[config.mk]
export PLATFORM = sky130hd
export DESIGN_NAME = watch_time_ascii_tx_flat
export DESIGN_NICKNAME = d
export VERILOG_FILES = /design/src/rtl/watch_time_ascii_tx_if.sv /design/src/rtl/watch_time_ascii_tx.sv /design/src/flat_wrapper.sv
export SDC_FILE = /design/constraint.sdc
export NUM_CORES = 1
export LEC_CHECK = 0
export ABC_AREA = 0
export CAP_MARGIN = 20
export CORE_ASPECT_RATIO = 1.5
export CORE_UTILIZATION = 60
export CTS_BUF_LIST = sky130_fd_sc_hd__clkbuf_16
export CTS_CLUSTER_SIZE = 20
export DETAILED_ROUTE_END_ITERATION = 10
export DONT_BUFFER_PORTS = 1
export PLACE_DENSITY_LB_ADDON = 0.05
export SETUP_SLACK_MARGIN = 0.4
export SYNTH_ARGS = -nofsm -noshare
export SYNTH_HDL_FRONTEND = slang
export SYNTH_SLANG_ARGS = --single-unit
[constraint.sdc]
create_clock -name clk -period 33.3 [get_ports clk]
set_clock_uncertainty 0.05 [all_clocks]
set_input_delay 1.665 -clock clk [delete_from_list [all_inputs] [get_ports clk]]
set_output_delay 1.665 -clock clk [all_outputs]
set_load 0.01 [all_outputs]
[src/rtl/watch_time_ascii_tx_if.sv]
// ============================================================================
// Module   : watch_time_ascii_tx_if
// Brief    : Byte-wide valid/ready handshake between the time formatter and
//            the UART transmitter byte input.
// Revision : 1.0  initial release
// ============================================================================
`default_nettype none

interface watch_time_ascii_tx_if;
   logic [7:0] tx_data;
   logic       tx_valid;
   logic       tx_ready;

   modport master (output tx_data, output tx_valid, input tx_ready);
   modport slave  (input tx_data, input tx_valid, output tx_ready);
endinterface

`default_nettype wire

[src/rtl/watch_time_ascii_tx.sv]
// ============================================================================
// Module   : watch_time_ascii_tx
// Brief    : Snapshots the watch time and streams it as "HH:MM:SS[.CC][\r\n]".
// Revision : 1.0  initial release
// ============================================================================
`default_nettype none

module watch_time_ascii_tx #(
   parameter int WITH_MSEC = 0,
   parameter int TERM_CRLF = 1
) (
   input  wire logic                          clk,
   input  wire logic                          rst,
   input  wire logic                          start,
   input  wire logic [4:0]                    hour,
   input  wire logic [5:0]                    min,
   input  wire logic [5:0]                    sec,
   input  wire logic [6:0]                    msec,
   watch_time_ascii_tx_if.master              tx,
   output logic                               busy,
   output logic                               done
);

   localparam int         N_BYTES  = 8 + 3 * WITH_MSEC + 2 * TERM_CRLF;
   localparam logic [3:0] LAST_IDX = 4'(N_BYTES - 1);
   localparam logic [3:0] TAIL_IDX = 4'(8 + 3 * WITH_MSEC);

   typedef enum logic [1:0] {
      S_IDLE = 2'd0,
      S_SEND = 2'd1,
      S_DONE = 2'd2
   } state_t;

   state_t     state_q, state_d;
   logic [3:0] idx_q, idx_d;
   logic [4:0] hour_q;
   logic [5:0] min_q, sec_q;
   logic [6:0] msec_q;
   logic [7:0] tx_data_q, tx_data_d;
   logic       tx_valid_q, tx_valid_d;
   logic       busy_q, busy_d;
   logic       done_q, done_d;
   logic       snap_load;

   // Two ASCII digits from a compare/subtract chain; out-of-range gives "--".
   function automatic logic [15:0] field_ascii(input logic [6:0] v, input logic [6:0] lim);
      logic [6:0] r;
      logic [3:0] t;
      r = v;
      t = 4'd0;
      if (v > lim) return {8'h2D, 8'h2D};
      for (int i = 0; i < 9; i++) begin
         if (r >= 7'd10) begin
            r = r - 7'd10;
            t = t + 4'd1;
         end
      end
      return {8'h30 + {4'd0, t}, 8'h30 + {1'b0, r}};
   endfunction

   // Byte 0 is produced on the start edge, before the snapshot holds the time.
   logic        from_inputs;
   logic [3:0]  sel_idx;
   logic [15:0] h_asc, m_asc, s_asc, c_asc;
   logic [7:0]  sel_byte;

   assign from_inputs = (state_q == S_IDLE);
   assign sel_idx     = from_inputs ? 4'd0 : idx_q + 4'd1;
   assign h_asc = field_ascii(from_inputs ? {2'b00, hour} : {2'b00, hour_q}, 7'd23);
   assign m_asc = field_ascii(from_inputs ? {1'b0, min}   : {1'b0, min_q},   7'd59);
   assign s_asc = field_ascii(from_inputs ? {1'b0, sec}   : {1'b0, sec_q},   7'd59);
   assign c_asc = field_ascii(from_inputs ? msec          : msec_q,          7'd99);

   always_comb begin
      sel_byte = 8'h0A;
      case (sel_idx)
         4'd0:    sel_byte = h_asc[15:8];
         4'd1:    sel_byte = h_asc[7:0];
         4'd2:    sel_byte = 8'h3A;
         4'd3:    sel_byte = m_asc[15:8];
         4'd4:    sel_byte = m_asc[7:0];
         4'd5:    sel_byte = 8'h3A;
         4'd6:    sel_byte = s_asc[15:8];
         4'd7:    sel_byte = s_asc[7:0];
         default: begin
            if (WITH_MSEC != 0 && sel_idx == 4'd8)       sel_byte = 8'h2E;
            else if (WITH_MSEC != 0 && sel_idx == 4'd9)  sel_byte = c_asc[15:8];
            else if (WITH_MSEC != 0 && sel_idx == 4'd10) sel_byte = c_asc[7:0];
            else if (sel_idx == TAIL_IDX)                sel_byte = 8'h0D;
            else                                         sel_byte = 8'h0A;
         end
      endcase
   end

   always_comb begin
      state_d    = state_q;
      idx_d      = idx_q;
      tx_data_d  = tx_data_q;
      tx_valid_d = tx_valid_q;
      busy_d     = busy_q;
      done_d     = 1'b0;
      snap_load  = 1'b0;
      case (state_q)
         S_IDLE: begin
            tx_valid_d = 1'b0;
            busy_d     = 1'b0;
            if (start) begin
               state_d    = S_SEND;
               idx_d      = 4'd0;
               tx_data_d  = sel_byte;
               tx_valid_d = 1'b1;
               busy_d     = 1'b1;
               snap_load  = 1'b1;
            end
         end
         S_SEND: begin
            if (tx_valid_q && tx.tx_ready) begin
               if (idx_q == LAST_IDX) begin
                  state_d    = S_DONE;
                  tx_data_d  = 8'h00;
                  tx_valid_d = 1'b0;
                  busy_d     = 1'b0;
                  done_d     = 1'b1;
               end else begin
                  idx_d     = idx_q + 4'd1;
                  tx_data_d = sel_byte;
               end
            end
         end
         default: begin
            state_d    = S_IDLE;
            tx_data_d  = 8'h00;
            tx_valid_d = 1'b0;
            busy_d     = 1'b0;
         end
      endcase
   end

   always_ff @(posedge clk or negedge rst) begin
      if (!rst) begin
         state_q    <= S_IDLE;
         idx_q      <= 4'd0;
         hour_q     <= 5'd0;
         min_q      <= 6'd0;
         sec_q      <= 6'd0;
         msec_q     <= 7'd0;
         tx_data_q  <= 8'h00;
         tx_valid_q <= 1'b0;
         busy_q     <= 1'b0;
         done_q     <= 1'b0;
      end else begin
         state_q    <= state_d;
         idx_q      <= idx_d;
         tx_data_q  <= tx_data_d;
         tx_valid_q <= tx_valid_d;
         busy_q     <= busy_d;
         done_q     <= done_d;
         if (snap_load) begin
            hour_q <= hour;
            min_q  <= min;
            sec_q  <= sec;
            msec_q <= msec;
         end
      end
   end

   assign tx.tx_data  = tx_data_q;
   assign tx.tx_valid = tx_valid_q;
   assign busy        = busy_q;
   assign done        = done_q;

endmodule

`default_nettype wire

[src/flat_wrapper.sv]
// flat-port wrapper written by rule: the top's interface ports become plain ports
module watch_time_ascii_tx_flat 
#(
   parameter int WITH_MSEC = 0,
   parameter int TERM_CRLF = 1
)
  (clk, rst, start, hour, min, sec, msec, busy, done, tx_tx_data, tx_tx_valid, tx_tx_ready);
  watch_time_ascii_tx_if tx_i ();
  input  wire logic clk;
  input  wire logic rst;
  input  wire logic start;
  input  wire logic [4:0] hour;
  input  wire logic [5:0] min;
  input  wire logic [5:0] sec;
  input  wire logic [6:0] msec;
  output logic busy;
  output logic done;
  output wire logic [$bits(tx_i.tx_data)-1:0] tx_tx_data;
  output wire logic [$bits(tx_i.tx_valid)-1:0] tx_tx_valid;
  input wire logic [$bits(tx_i.tx_ready)-1:0] tx_tx_ready;
  assign tx_tx_data = tx_i.tx_data;
  assign tx_tx_valid = tx_i.tx_valid;
  assign tx_i.tx_ready = tx_tx_ready;
  watch_time_ascii_tx #(.WITH_MSEC(WITH_MSEC), .TERM_CRLF(TERM_CRLF)) u_core (.clk(clk), .rst(rst), .start(start), .hour(hour), .min(min), .sec(sec), .msec(msec), .tx(tx_i), .busy(busy), .done(done));
endmodule
==> out/results.ini, run 1 <==
[status]
status = finished, final reports clean

[floorplanning]
fp.dieW_um = 85.2
die_y_um = 127
initial_core_util_pct = 61.5
core_area_um2 = 10100
die_area_um2 = 10800
pin_count = 39
num_rows = 45

[worst_setup_path]
required_ns = 33.41
cpMaxStageDelayCell = dfrtp_1
cpPeakStageDelay_ns = 0.84
crit_type = flip-flop to flip-flop
critPathCaptureType = flip-flop
worstPathArrival_ns = 14.91
path_max_fanout = 30
start_kind = flip-flop
cpMostUsedCell = ha_1

[synthesis]
synthXorXnorAreaFrac_pct = 8.71
synth_largest_area_cell = dfrtp_1
synth-compound-area-share_pct = 30.4
synth-simple-area-share_pct = 25.3
synthCells = 832
post_synth.cell_area_avg_um2 = 7.49
ys_top_cells_by_area = dfrtp_1 13%, ha_1 7.8%, nand2_1 5.8%
seq_area_frac_synth_pct = 13.2
ys_async_sr_fraction_pct = 100
synth_flop_cell = dfrtp_1
yosysWarnings = 0
syn_area_um2 = 6230
synth_seq_cells = 33
synth_fa_ha_area_share_pct = 8.01
synth_fp_nets = 899
synth_top_area_share_pct = 13.2
synth_edf_count = 0
synth_cell_types = 105
synth_top_family_by_area = compound AO/OA/AOI/OAI gates
synthMuxAreaShare_pct = 9.41

[finish]
nFillCells = 963
syn_to_final_growth_pct = 2.41
drive_gt1_share_pct = 10.7
diodes = 0
nets = 877

[drt]
antenna_left = 0
vias = 6234
drc = 0
routed_via_density = 6.72
first_pass_iters = 5
wl_per_cell_um = 17.9
drt_wl_total_um = 16600
drt_iter0_markers = 364

[hold_path]
hold_class = flip-flop to flip-flop

[timing]
maxSlewHeadroom_pct = 33.9
tightestPinTransition_ns = 0.964
tns_ns = 0
rsz0062_at_grt = no
min_period_over_period_pct = 44.4
fmax_ghz = 0.0676
hold_violations = 0
period_needed_ns = 14.80
slew_viol_final = 0
setup_viol = 0

[flow_run]
cap_viol_max_count = 0

[grt]
antenna_found_initial = 0
grt_remaining_overflow = 0
grt_pass1_vias = 6074
grt_max_degree = 34
grt_first_pass_wirelength_um = 27900
grt_use_total_pct = 31.3

[clock_network]
cts_setup_buffers = 0
cts_max_level = 2
path_clk_slew_ns = 0.06
worst_skew_pair.late_latency_ns = 0.29
numClockSinks = 33
cts_buffers = 5
clockBufferDepth = 2
cts_tree = built
root_buffer = clkbuf_16
cts_resized = 0
cts_hold_buf = 0

[placed_design]
hpwl_um = 12900
port_buffers = 0
gp_congestion = 0.919

-- cells in the mapped netlist (all sizes together), types with 4 or more instances --
cell type,count
a21boi,6
nand2b,13
xor2,18
a21oi,40
inv,41
o211ai,9
o21a,11
clkbuf,22
nand2,97
nand3,29
nor3,23
and3,5
o211a,6
nor2,73
a211oi,8
o22ai,8
a2111oi,6
ha,39
nor4b,4
or3,12
or4,4
nor2b,8
o2111ai,4
xnor2,41
a21o,4
o32ai,4
a32oi,5
and2,10
a22oi,5
o221ai,9
o311ai,4
o31ai,6
dfrtp,33
o21bai,6
mux2i,26
mux2,27
o21ai,73
buf,9
nand4,7
nor4,8
or2,9
a31oi,14
-- layout by cell type, fill, tap and decap left out, types with 13 or more instances in the layout --
| cell | instances |
|---|---|
| a21oi_1 | 38 |
| a31oi_1 | 14 |
| dfrtp_1 | 33 |
| ha_1 | 39 |
| inv_1 | 38 |
| mux2_2 | 27 |
| mux2i_1 | 26 |
| nand2_1 | 96 |
| nand2b_1 | 13 |
| nand3_1 | 29 |
| nor2_1 | 72 |
| nor3_1 | 23 |
| o21ai_0 | 58 |
| xnor2_1 | 39 |
| xor2_1 | 18 |
-- critical path: cells and delay by family, from the launching register on --
family          cells  cell delay, ns
mux                 3            1.17
compound gates     15            4.26
flops               1            0.84
simple gates       15            3.06
buf+inv            10            1.03
xor+xnor            6            1.72
fa+ha+maj           9            2.45
-- state kept, by name, summed over array words and instances, names as in the netlist --
signal              count
u_core.min_q            6
u_core.state_q          2
u_core.hour_q           5
u_core.tx.tx_valid      1
u_core.tx.tx_data       8
u_core.done             1
u_core.idx_q            4
u_core.sec_q            6
-- layout make-up --
cell class	instances	area, µm²	share of cell area (%)
Tap cell	117	146	2.29
Timing Repair Buffer	2	15.0	0.235
Multi-Input combinational cell	727	5100	79.9
Sequential cell	33	826	12.9
Inverter	41	154	2.41
Clock buffer	5	125	1.96
Clock inverter	3	17.5	0.274
-- per-stage QoR --
stage	setup WS [ns]	utilization, %	hold WS, ns	cells	area [µm²]
2_1_floorplan	20.69	-	0.430	832	6230
3_3_place_gp	18.69	61.6	0.439	920	6240
3_5_place_dp	18.36	61.6	0.461	920	6240
4_1_cts	18.54	63.0	0.473	928	6380
5_1_grt	17.30	63.0	0.479	928	6380
6_report	18.50	63.0	0.470	928	6380
-- cell families (layout without fill, tap and decap cells) --
group                    count (synthesis)  in the layout
AND/OR/NAND/NOR                        313            313
AO/OA/AOI/OAI                          261            261
buffers and inverters                   72             51
XOR/XNOR                                59             59
multiplexers                            54             54
adder cells (fa/ha/maj)                 40             40
flip-flops                              33             33
-- worst paths after layout --
kind,slack [ns],end,from,depth (start not counted)
worst max register to register,18.50,u_core.tx.tx_data[1],u_core.state_q[0],58
worst min register to register,0.47,u_core.min_q[0],u_core.min_q[0],1
worst min-delay path,0.47,u_core.min_q[0],u_core.min_q[0],1
max in group asynchronous,32.09,u_core.min_q[3],rst,0
worst max-delay path,18.50,u_core.tx.tx_data[1],u_core.state_q[0],58
min in group asynchronous,1.02,u_core.sec_q[5],rst,0
-- per-layer routing --
metal	global-route usage [%]	up-vias	wire, µm
met3	3.19	38	487
met4	12.6	0	444
met1	32.9	2991	6580
met2	61.8	139	9080
met5	0	-	0
li1	-	3066	-
Power of run 1 is not shown: default switching activity piles up to over one toggle a cycle in this logic, so the estimate is an artifact.
==> inputs of run 2 (changes only) <==
--- a/config.mk
+++ b/config.mk
@@ -5,7 +5,7 @@
 export SDC_FILE = /design/constraint.sdc
 export NUM_CORES = 1
 export LEC_CHECK = 0
-export ABC_AREA = 0
+export ABC_AREA = 1
 export CAP_MARGIN = 20
 export CORE_ASPECT_RATIO = 1.5
 export CORE_UTILIZATION = 60
==> constraint.sdc (replaced) <==
create_clock -name clk -period 14.25 [get_ports clk]
set_clock_uncertainty 0.05 [all_clocks]
set_input_delay 0.7125 -clock clk [delete_from_list [all_inputs] [get_ports clk]]
set_output_delay 0.7125 -clock clk [all_outputs]
set_load 0.01 [all_outputs]
==> run 2 against run 1 <==
Net effect: the flow now finishes with violations (design-rule violations); global-route usage fell by 7.6 points; cell count rose by 21%; synthesized cell count rose by 22%; hold slack got worse by 0.39 ns; first-iteration DRC count fell by 51%; die area fell by 2.6%; maximum frequency rose by 52%; critical path type unchanged; critical endpoint is now u_core.tx.tx_data[3]; highest routed layer unchanged.
==> out/results.ini, run 2 <==
[status]
status = finished with violations  ; was finished, final reports clean
failed_checks = design-rule violations

[finish]
nets = 1073  ; was 877
nFillCells = 981  ; was 963
drive_gt1_share_pct = 16.1  ; was 10.7%
final_common_cell = nand2_1  ; unchanged
final_cell_mix = 318 x nand2_1, 155 x inv_1, 68 x nor2_1, 63 x nand2_2, 51 x nand3_1  ; was 96 x nand2_1, 72 x nor2_1, 58 x o21ai_0, 39 x xnor2_1, 39 x ha_1
fin_util_pct = 64.1  ; was 63.0%
largest_register_ffs = 8  ; unchanged
instances_no_fill = 1122  ; was 928
final_cell_area_um2 = 6240  ; was 6380 µm²
diodes = 0  ; unchanged
syn_to_final_growth_pct = 2.84  ; was 2.41%

[synthesis]
synth-simple-area-share_pct = 47.6  ; was 25.3%
yosysWarnings = 0  ; unchanged
synth_largest_area_cell = nand2_1  ; was dfrtp_1
synth_common_cells = 318 x nand2_1, 155 x inv_1, 68 x nor2_1  ; was 96 x nand2_1, 72 x nor2_1, 58 x o21ai_0
synth-compound-area-share_pct = 11.4  ; was 30.4%
synth_flop_cell = dfrtp_1  ; unchanged
synthMuxAreaShare_pct = 0  ; was 9.41%
yosysMostFrequentCell = nand2_1  ; unchanged
syn_area_um2 = 6070  ; was 6230 µm²
ys_top_cells_by_area = nand2_1 20%, dfrtp_1 14%, inv_1 9.6%  ; was dfrtp_1 13%, ha_1 7.8%, nand2_1 5.8%
synth_top_family_by_area = simple AND/OR/NAND/NOR gates  ; was compound AO/OA/AOI/OAI gates
synth_top_area_share_pct = 19.7  ; was 13.2%
synth_cell_types = 48  ; was 105
synthXorXnorAreaFrac_pct = 6.18  ; was 8.71%
synth_edf_count = 0  ; unchanged
synth_fa_ha_area_share_pct = 8.04  ; was 8.01%
seq_area_frac_synth_pct = 13.6  ; was 13.2%
ys_async_sr_fraction_pct = 100  ; unchanged
synth_fp_nets = 1079  ; was 899
synth_seq_cells = 33  ; unchanged
post_synth.cell_area_avg_um2 = 6.00  ; was 7.49 µm²
synthCells = 1012  ; was 832

[worst_setup_path]
start_kind = flip-flop  ; unchanged
cpMostUsedCell = nand2_1  ; was ha_1
path_max_fanout = 40  ; was 30
worstPathArrival_ns = 9.86  ; was 14.91 ns
cpPeakStageDelay_ns = 0.73  ; was 0.84 ns
cpMaxStageDelayCell = nor2_4  ; was dfrtp_1
crit_type = flip-flop to flip-flop  ; unchanged
required_ns = 14.36  ; was 33.41 ns
critPathCaptureType = flip-flop  ; unchanged

[drt]
routed_via_density = 5.13  ; was 6.72
first_pass_iters = 7  ; was 5
antenna_left = 0  ; unchanged
drc = 4  ; was 0
vias = 5751  ; was 6234
drt_iter0_markers = 179  ; was 364
drt_wl_total_um = 12200  ; was 16600 µm
wl_per_cell_um = 10.9  ; was 17.9 µm

[timing]
maxSlewHeadroom_pct = 36.0  ; was 33.9%
min_period_over_period_pct = 68.4  ; was 44.4%
slew_viol_final = 0  ; unchanged
hold_violations = 0  ; unchanged
fmax_ghz = 0.103  ; was 0.0676 GHz
tightestPinTransition_ns = 0.958  ; was 0.964 ns
setup_viol = 0  ; unchanged
rsz0062_at_grt = no  ; unchanged
tns_ns = 0  ; unchanged
period_needed_ns = 9.75  ; was 14.80 ns

[hold_path]
hold_class = input pin to async pin  ; was flip-flop to flip-flop

[floorplanning]
pin_count = 39  ; unchanged
initial_core_util_pct = 62.3  ; was 61.5%
fp.dieW_um = 84.1  ; was 85.2 µm
core_area_um2 = 9740  ; was 10100 µm²
num_rows = 44  ; was 45
die_y_um = 125  ; was 127 µm
die_area_um2 = 10500  ; was 10800 µm²

[grt]
grt_use_total_pct = 23.7  ; was 31.3%
grt_first_pass_wirelength_um = 21000  ; was 27900 µm
grt_max_degree = 41  ; was 34
antenna_found_initial = 0  ; unchanged
grt_remaining_overflow = 0  ; unchanged
grt_pass1_vias = 5211  ; was 6074

[clock_network]
cts_max_level = 2  ; unchanged
clockBufferDepth = 2  ; unchanged
cts_buffers = 5  ; unchanged
cts_resized = 0  ; unchanged
worst_skew_pair.late_latency_ns = 0.28  ; was 0.29 ns
root_buffer = clkbuf_16  ; unchanged
path_clk_slew_ns = 0.05  ; was 0.06 ns
cts_hold_buf = 0  ; unchanged
cts_setup_buffers = 0  ; unchanged
numClockSinks = 33  ; unchanged
cts_tree = built  ; unchanged

[placed_design]
hpwl_um = 10300  ; was 12900 µm
placed_area_um2 = 6100  ; was 6240 µm²
port_buffers = 0  ; unchanged
gp_congestion = 0.895  ; was 0.919
dp.cells = 1114  ; was 920

[flow_run]
cap_viol_max_count = 0  ; unchanged

-- run 2: layer usage --
metal | up-vias | track usage [%] | part of all wire, %
met4 | 0 | 6.59 | 1.8
li1 | 3149 | - | -
met1 | 2526 | 24.7 | 41
met5 | - | 0 | 0
met2 | 58 | 48.5 | 55
met3 | 18 | 2.44 | 2.2
-- run 2: area by class of cell --
cell class / count / area [µm²] / share of cell area (%)
Inverter: 183 / 688 / 11.0
Multi-Input combinational cell: 783 / 4450 / 71.2
Tap cell: 115 / 144 / 2.31
Clock inverter: 3 / 12.5 / 0.200
Clock buffer: 5 / 125 / 2.00
Sequential cell: 33 / 826 / 13.2
-- run 2: path summary, 6_finish.rpt --
path,from,end,slack [ns],cells after the start
max,u_core.state_q[1],u_core.tx.tx_data[3],4.50,77
min,rst,u_core.hour_q[4],0.08,0
max reg2reg,u_core.state_q[1],u_core.tx.tx_data[3],4.50,77
min reg2reg,u_core.min_q[0],u_core.min_q[0],0.43,2
max in group asynchronous,rst,u_core.tx.tx_data[6],13.99,0
min in group clk,u_core.min_q[0],u_core.min_q[0],0.43,2
-- run 2: cells by family after synthesis --
kind of cell | after synthesis
compound gates | 115
flops | 33
simple gates | 587
fa+ha+maj | 39
buf+inv | 196
xor+xnor | 42
-- run 2: worst max-delay path, delay by kind of cell, from the launching register on --
kind,cells,cell delay (ns)
compound gates,4,0.61
fa+ha+maj,9,1.54
buf+inv,15,0.97
flops,1,0.44
simple gates,49,6.03
-- run 2: stage by stage --
step / hold WS, ns / setup WS [ns]
after floorplan: 0.367 / 5.90
after global placement: 0.368 / 4.52
after detailed placement: 0.368 / 4.47
after CTS: 0.0750 / 4.45
after global routing: 0.0710 / 3.38
final: 0.0797 / 4.50
Power of run 2 is left out for the same reason.
